## src/rtl/ipod_flash_reader_if.sv

```systemverilog
// ----------------------------------------------------------------------------
// ipod_flash_reader_if
// Avalon-MM read-master bundle between the flash reader and the flash
// controller.
//   flash_mem_read           master -> slave  read request
//   flash_mem_address        master -> slave  word address (ADDR_W bits)
//   flash_mem_byteenable     master -> slave  byte enables (always all set)
//   flash_mem_waitrequest    slave  -> master request not yet accepted
//   flash_mem_readdata       slave  -> master 32-bit read data
//   flash_mem_readdatavalid  slave  -> master read data strobe
// ----------------------------------------------------------------------------
interface ipod_flash_reader_if #(
    parameter int ADDR_W = 23
);
    logic              flash_mem_read;
    logic [ADDR_W-1:0] flash_mem_address;
    logic [3:0]        flash_mem_byteenable;
    logic              flash_mem_waitrequest;
    logic [31:0]       flash_mem_readdata;
    logic              flash_mem_readdatavalid;

    modport master (
        output flash_mem_read,
        output flash_mem_address,
        output flash_mem_byteenable,
        input  flash_mem_waitrequest,
        input  flash_mem_readdata,
        input  flash_mem_readdatavalid
    );

    modport slave (
        input  flash_mem_read,
        input  flash_mem_address,
        input  flash_mem_byteenable,
        output flash_mem_waitrequest,
        output flash_mem_readdata,
        output flash_mem_readdatavalid
    );
endinterface

```

## src/rtl/ipod_flash_reader.sv

```systemverilog
// ----------------------------------------------------------------------------
// ipod_flash_reader
// Fetches 32-bit song words from flash, one word per two sample ticks, and
// plays the upper byte of each 16-bit half to the audio DAC path. Playback
// order of the halves and the address walk follow the direction control;
// restart jumps back to the start point of the current direction, pause
// gates tick acceptance only.
// Ports:
//   clk          system clock
//   reset_n      asynchronous active-low reset
//   sample_tick  1-cycle strobe at the sample rate (synchronous to clk)
//   restart      level: return to song start for the current direction
//   pause        1 = ignore sample ticks
//   direction    1 = forward, 0 = backward
//   flash        Avalon-MM read master (ipod_flash_reader_if.master)
//   audio_out    current sample byte
//   audio_valid  1-cycle pulse when audio_out takes a new sample
// ----------------------------------------------------------------------------
module ipod_flash_reader #(
    parameter int                ADDR_W   = 23,
    parameter logic [ADDR_W-1:0] ADDR_MAX = ADDR_W'('h7FFFF)
) (
    input  logic                       clk,
    input  logic                       reset_n,
    input  logic                       sample_tick,
    input  logic                       restart,
    input  logic                       pause,
    input  logic                       direction,
    ipod_flash_reader_if.master        flash,
    output logic [7:0]                 audio_out,
    output logic                       audio_valid
);

    typedef enum logic [2:0] {
        S_IDLE,
        S_REQ,
        S_WAIT_DATA,
        S_OUT_FIRST,
        S_WAIT_TICK,
        S_OUT_SECOND,
        S_ADVANCE
    } state_t;

    state_t            state_q, state_d;
    logic [ADDR_W-1:0] addr_q, addr_d;
    logic [31:0]       word_q, word_d;
    logic              dir_w_q, dir_w_d;
    logic              restart_pend_q, restart_pend_d;
    logic [7:0]        audio_q, audio_d;

    logic              tick_ok;
    logic [ADDR_W-1:0] start_addr;
    logic [ADDR_W-1:0] addr_fwd;
    logic [ADDR_W-1:0] addr_bwd;
    logic [7:0]        hi_byte;
    logic [7:0]        lo_byte;

    assign tick_ok    = sample_tick && !pause;
    assign start_addr = direction ? '0 : ADDR_MAX;
    assign addr_fwd   = (addr_q == ADDR_MAX) ? '0 : addr_q + 1'b1;
    assign addr_bwd   = (addr_q == '0) ? ADDR_MAX : addr_q - 1'b1;
    assign hi_byte    = word_q[31:24];
    assign lo_byte    = word_q[15:8];

    always_ff @(posedge clk or negedge reset_n) begin
        if (!reset_n) begin
            state_q        <= S_IDLE;
            addr_q         <= '0;
            word_q         <= '0;
            dir_w_q        <= 1'b0;
            restart_pend_q <= 1'b0;
            audio_q        <= '0;
        end else begin
            state_q        <= state_d;
            addr_q         <= addr_d;
            word_q         <= word_d;
            dir_w_q        <= dir_w_d;
            restart_pend_q <= restart_pend_d;
            audio_q        <= audio_d;
        end
    end

    always_comb begin
        state_d        = state_q;
        addr_d         = addr_q;
        word_d         = word_q;
        dir_w_d        = dir_w_q;
        restart_pend_d = restart_pend_q;
        audio_d        = audio_q;
        audio_valid    = 1'b0;

        case (state_q)
            S_IDLE: begin
                // Held restart pins the address at the start point.
                if (restart) begin
                    addr_d = start_addr;
                end else if (tick_ok) begin
                    state_d = S_REQ;
                end
            end
            S_REQ: begin
                // A bus request cannot be withdrawn, so restart is deferred.
                if (restart) begin
                    restart_pend_d = 1'b1;
                end
                if (!flash.flash_mem_waitrequest) begin
                    state_d = S_WAIT_DATA;
                end
            end
            S_WAIT_DATA: begin
                if (flash.flash_mem_readdatavalid) begin
                    if (restart_pend_q || restart) begin
                        // Data of an aborted fetch is dropped.
                        addr_d         = start_addr;
                        restart_pend_d = 1'b0;
                        state_d        = S_IDLE;
                    end else begin
                        word_d  = flash.flash_mem_readdata;
                        dir_w_d = direction;
                        state_d = S_OUT_FIRST;
                    end
                end else if (restart) begin
                    restart_pend_d = 1'b1;
                end
            end
            S_OUT_FIRST: begin
                if (restart) begin
                    addr_d  = start_addr;
                    state_d = S_IDLE;
                end else begin
                    audio_d     = dir_w_q ? lo_byte : hi_byte;
                    audio_valid = 1'b1;
                    state_d     = S_WAIT_TICK;
                end
            end
            S_WAIT_TICK: begin
                if (restart) begin
                    addr_d  = start_addr;
                    state_d = S_IDLE;
                end else if (tick_ok) begin
                    state_d = S_OUT_SECOND;
                end
            end
            S_OUT_SECOND: begin
                if (restart) begin
                    addr_d  = start_addr;
                    state_d = S_IDLE;
                end else begin
                    audio_d     = dir_w_q ? hi_byte : lo_byte;
                    audio_valid = 1'b1;
                    state_d     = S_ADVANCE;
                end
            end
            S_ADVANCE: begin
                // Step uses the live direction, not the one captured with the word.
                if (restart) begin
                    addr_d = start_addr;
                end else begin
                    addr_d = direction ? addr_fwd : addr_bwd;
                end
                state_d = S_IDLE;
            end
            default: begin
                state_d = S_IDLE;
            end
        endcase
    end

    // audio_d already defaults to the held sample, so it doubles as the
    // output: the new byte appears in the same cycle as its valid pulse.
    assign audio_out                  = audio_d;
    assign flash.flash_mem_read       = (state_q == S_REQ);
    assign flash.flash_mem_address    = addr_q;
    assign flash.flash_mem_byteenable = 4'hF;

endmodule
```

## src/flat_wrapper.sv

```systemverilog
// flat-port wrapper written by rule: the top's interface ports become plain ports
module ipod_flash_reader_flat 
#(
    parameter int                ADDR_W   = 23,
    parameter logic [ADDR_W-1:0] ADDR_MAX = ADDR_W'('h7FFFF)
)
  (clk, reset_n, sample_tick, restart, pause, direction, audio_out, audio_valid, flash_flash_mem_read, flash_flash_mem_address, flash_flash_mem_byteenable, flash_flash_mem_waitrequest, flash_flash_mem_readdata, flash_flash_mem_readdatavalid);
  ipod_flash_reader_if #(.ADDR_W(ADDR_W)) flash_i ();
  input  logic clk;
  input  logic reset_n;
  input  logic sample_tick;
  input  logic restart;
  input  logic pause;
  input  logic direction;
  output logic [7:0] audio_out;
  output logic audio_valid;
  output wire logic [$bits(flash_i.flash_mem_read)-1:0] flash_flash_mem_read;
  output wire logic [$bits(flash_i.flash_mem_address)-1:0] flash_flash_mem_address;
  output wire logic [$bits(flash_i.flash_mem_byteenable)-1:0] flash_flash_mem_byteenable;
  input wire logic [$bits(flash_i.flash_mem_waitrequest)-1:0] flash_flash_mem_waitrequest;
  input wire logic [$bits(flash_i.flash_mem_readdata)-1:0] flash_flash_mem_readdata;
  input wire logic [$bits(flash_i.flash_mem_readdatavalid)-1:0] flash_flash_mem_readdatavalid;
  assign flash_flash_mem_read = flash_i.flash_mem_read;
  assign flash_flash_mem_address = flash_i.flash_mem_address;
  assign flash_flash_mem_byteenable = flash_i.flash_mem_byteenable;
  assign flash_i.flash_mem_waitrequest = flash_flash_mem_waitrequest;
  assign flash_i.flash_mem_readdata = flash_flash_mem_readdata;
  assign flash_i.flash_mem_readdatavalid = flash_flash_mem_readdatavalid;
  ipod_flash_reader #(.ADDR_W(ADDR_W), .ADDR_MAX(ADDR_MAX)) u_core (.clk(clk), .reset_n(reset_n), .sample_tick(sample_tick), .restart(restart), .pause(pause), .direction(direction), .flash(flash_i), .audio_out(audio_out), .audio_valid(audio_valid));
endmodule
```

## config.mk

```make
export PLATFORM = sky130hd
export DESIGN_NAME = ipod_flash_reader_flat
export DESIGN_NICKNAME = d
export VERILOG_FILES = /design/src/rtl/ipod_flash_reader_if.sv /design/src/rtl/ipod_flash_reader.sv /design/src/flat_wrapper.sv
export SDC_FILE = /design/constraint.sdc
export NUM_CORES = 1
export LEC_CHECK = 0
export BUFFER_PORTS_ARGS = -buffer_cell sky130_fd_sc_hd__buf_2
export CORE_MARGIN = 2
export CORE_UTILIZATION = 40
export CTS_CLUSTER_DIAMETER = 30
export CTS_CLUSTER_SIZE = 8
export DETAILED_ROUTE_END_ITERATION = 8
export MAX_ROUTING_LAYER = met4
export PLACE_DENSITY = 0.6
export SLEW_MARGIN = 15
export SYNTH_ARGS = -nofsm -noshare
export SYNTH_HDL_FRONTEND = slang
export SYNTH_SLANG_ARGS = --single-unit
```

## constraint.sdc

```tcl
create_clock -name clk -period 3.1 [get_ports clk]
set_input_delay 0.62 -clock clk [delete_from_list [all_inputs] [get_ports clk]]
set_output_delay 0.62 -clock clk [all_outputs]
set_load 0.01 [all_outputs]
```

==> metrics <==
PortBufs=56; Crit-path slowest cell=dfrtp_1; Overall Global Routing Usage=about a fifth; Peak VDD IR=approximately 400 uV; io pins=just under 80; mean post-synth cell area=9.05 sq um; Synth Instances=between 400 and 500; CP Cell Sequence=inv_1 > nor2_1 > buf_4 > a221oi_1 > a211oi_1 > a21o_1 > buf_2; fin crit share=about nine tenths; first-pass GRT wire length=about 17,000 microns; Die W=around 100 microns; vias in the first global route=around 3,100; largest net degree at the start of global routing=40; status=finished clean; Yosys cell types=78; CTS buffer count=5; total grt overflow=0; most frequent cell after synthesis=dfrtp_1; Final min period=2.81 ns; Fin. Hold Viols=0; largest cells by area after synthesis=dfrtp_1, mux2_1, nor2_1, a21oi_1, a211oi_1; DIE AREA=approximately 0.01 sq mm; vias post-DR=between 3,000 and 4,000; final setup TNS=0 ns; Yosys top cell by area=dfrtp_1; Post-CTS Hold Fix Bufs=0; core area=between 0.009 and 0.01 sq mm; router iterations before antenna repair=5; routability cong.=0.910; H-Tree Level Count=2; root buf cell=clkbuf_8; layout cells sized above 1=between 20% and 30%; Main synth FF type=dfrtp_1; drt drc=0; CTS tree=yes; leakage power=1.81 nW; Synth top area share=a little over a third; CP startpoint kind=flip-flop; Async S/R FF share, synth=100%; post-cts repair resize count=0; row count=35; critical path's largest stage delay=approximately 0.54 ns; Routed WL=9880 microns; Area Growth Syn to Fin=11.8%; clock latency at the later pin of the worst-skew pair=between 0.3 and 0.4 ns; Worst Tran Pin Value=about 0.91 ns; HP Class=input port to async pin; post-synthesis register bit count=between 50 and 60; die height=about 100 microns; initial antenna violation count=0; Slew headroom=a little under 40%; Post-Syn Area=between 0.003 and 0.004 sq mm; Post-CTS Setup Repair Bufs=0; most frequent cells after synthesis=dfrtp_1, nor2_1, nand2_1; CP max FO=17; Worst Clk Skew=0.00953 ns; final setup fails=0; MaxCap Viol Count=0; max frequency=roughly 360 MHz; Reg2Reg Depth=7; Worst Path Arrival=~2.2 ns; CP Capture Type=output pin; antenna-violating nets left=0; vias per cell=6.11; Wirelength per Cell=~18 microns; RSZ-0062 raised after global routing=false; Layout Utilization=a little under half; Post-synth EDFFs=0; clock transition at the registers of the reported paths=about 0.1 ns; clk sinks=52; Fill cells=a little over 900; Worst EP required=approximately 2.5 ns; # diodes=0; register area share after synthesis=35.2%; dpl hpwl=6950 microns; power per standard cell area=a little over 800 mW/mm^2; Slew Viols, Final=0; initial core utilization=between 40% and 50%; clock buffer depth=2; Iter 0 DRT Violations=224; NumNets Final=roughly 500; critical path class=flip-flop to output pin; Ys Warns=0
## cell type report
cell class                      count  area (sq um)  share of cell area, %
Multi-Input combinational cell    308          2150                   52.0
Sequential cell                    52          1300                   31.5
Timing Repair Buffer               73           420                   10.2
Tap cell                          111           139                   3.36
Clock buffer                        5          68.8                   1.67
Inverter                            8          30.0                  0.727
Clock inverter                      3          21.3                  0.515
## sequential cells by signal, summed over array words and instances (netlist names)
register and count:
u_core.restart_pend_q 1, u_core.state_q 3, u_core.dir_w_q 1, u_core.audio_q 8, u_core.flash.flash_mem_address 23, u_core.word_q 16
## kinds of logic after synthesis
logic type	share of synthesized area, %
multiplexers	6.30
flip-flops	35.2
adder cells (fa/ha/maj)	1.02
other	0.102
AO/OA/AOI/OAI	25.5
buffers and inverters	6.94
AND/OR/NAND/NOR	22.3
XOR/XNOR	2.61
## layer usage
| metal | part of all wire [%] | wire, microns | GRT usage (%) |
|---|---|---|---|
| met5 | 0 | 0 | - |
| met4 | 0.91 | 90 | 6.32 |
| met3 | 5.2 | 510 | 2.92 |
| met2 | 45 | 4440 | 30.0 |
| met1 | 49 | 4830 | 31.0 |
## critical path, delay by kind of cell, from the launching register on
kind	cells	cell delay, ns
AO/OA/AOI/OAI	3	0.66
flip-flops	1	0.54
buffers and inverters	3	0.52
AND/OR/NAND/NOR	1	0.16
## placed cells by master, fill, tap and decap left out, types with 6 or more instances in the layout
cell,instances
inv_1,8
a21o_1,6
a21oi_1,17
dfrtp_1,52
nand3_1,12
xor2_1,6
a221oi_1,7
a22oi_1,9
o21ai_1,10
o21ai_0,12
a31oi_1,10
nand4_1,10
buf_2,56
a211o_1,7
nor3_1,13
buf_4,16
nor4_1,9
and3_1,8
nand2_1,20
o31ai_1,7
a211oi_1,10
nor2_1,27
mux2_1,16
## power by group
group	leakage [nW]	switching, mW	internal (mW)
clock	0.0445	0.247	0.161
combinational	1.11	0.892	0.709
sequential	0.656	0.451	0.949
## metrics by stage
| stage | total power [mW] | hold slack, ns | setup WS [ns] | cell area [sq um] | instances |
|---|---|---|---|---|---|
| after CTS | 3.42 | 0.449 | 0.294 | 4130 | 560 |
| after detailed placement | 3.00 | 0.463 | 0.549 | 4040 | 552 |
| after floorplan | 2.50 | 0.324 | 0.786 | 3700 | 411 |
| after global routing | 3.68 | 0.486 | 0.0937 | 4130 | 560 |
| after global placement | 2.96 | 0.454 | 0.564 | 4040 | 552 |
| final | 3.41 | 0.426 | 0.293 | 4130 | 560 |
## final timing paths
kind	end	slack, ns	from
max	audio_out[2]	0.29	u_core.state_q[2]
min	u_core.word_q[13]	0.43	reset_n
max reg2reg	u_core.flash.flash_mem_address[8]	0.51	u_core.flash.flash_mem_address[1]
min reg2reg	u_core.audio_q[3]	0.48	u_core.audio_q[3]
max in group asynchronous	u_core.flash.flash_mem_address[3]	1.94	reset_n
min in group clk	u_core.audio_q[3]	0.48	u_core.audio_q[3]
Power figures use the tool's default switching activity.
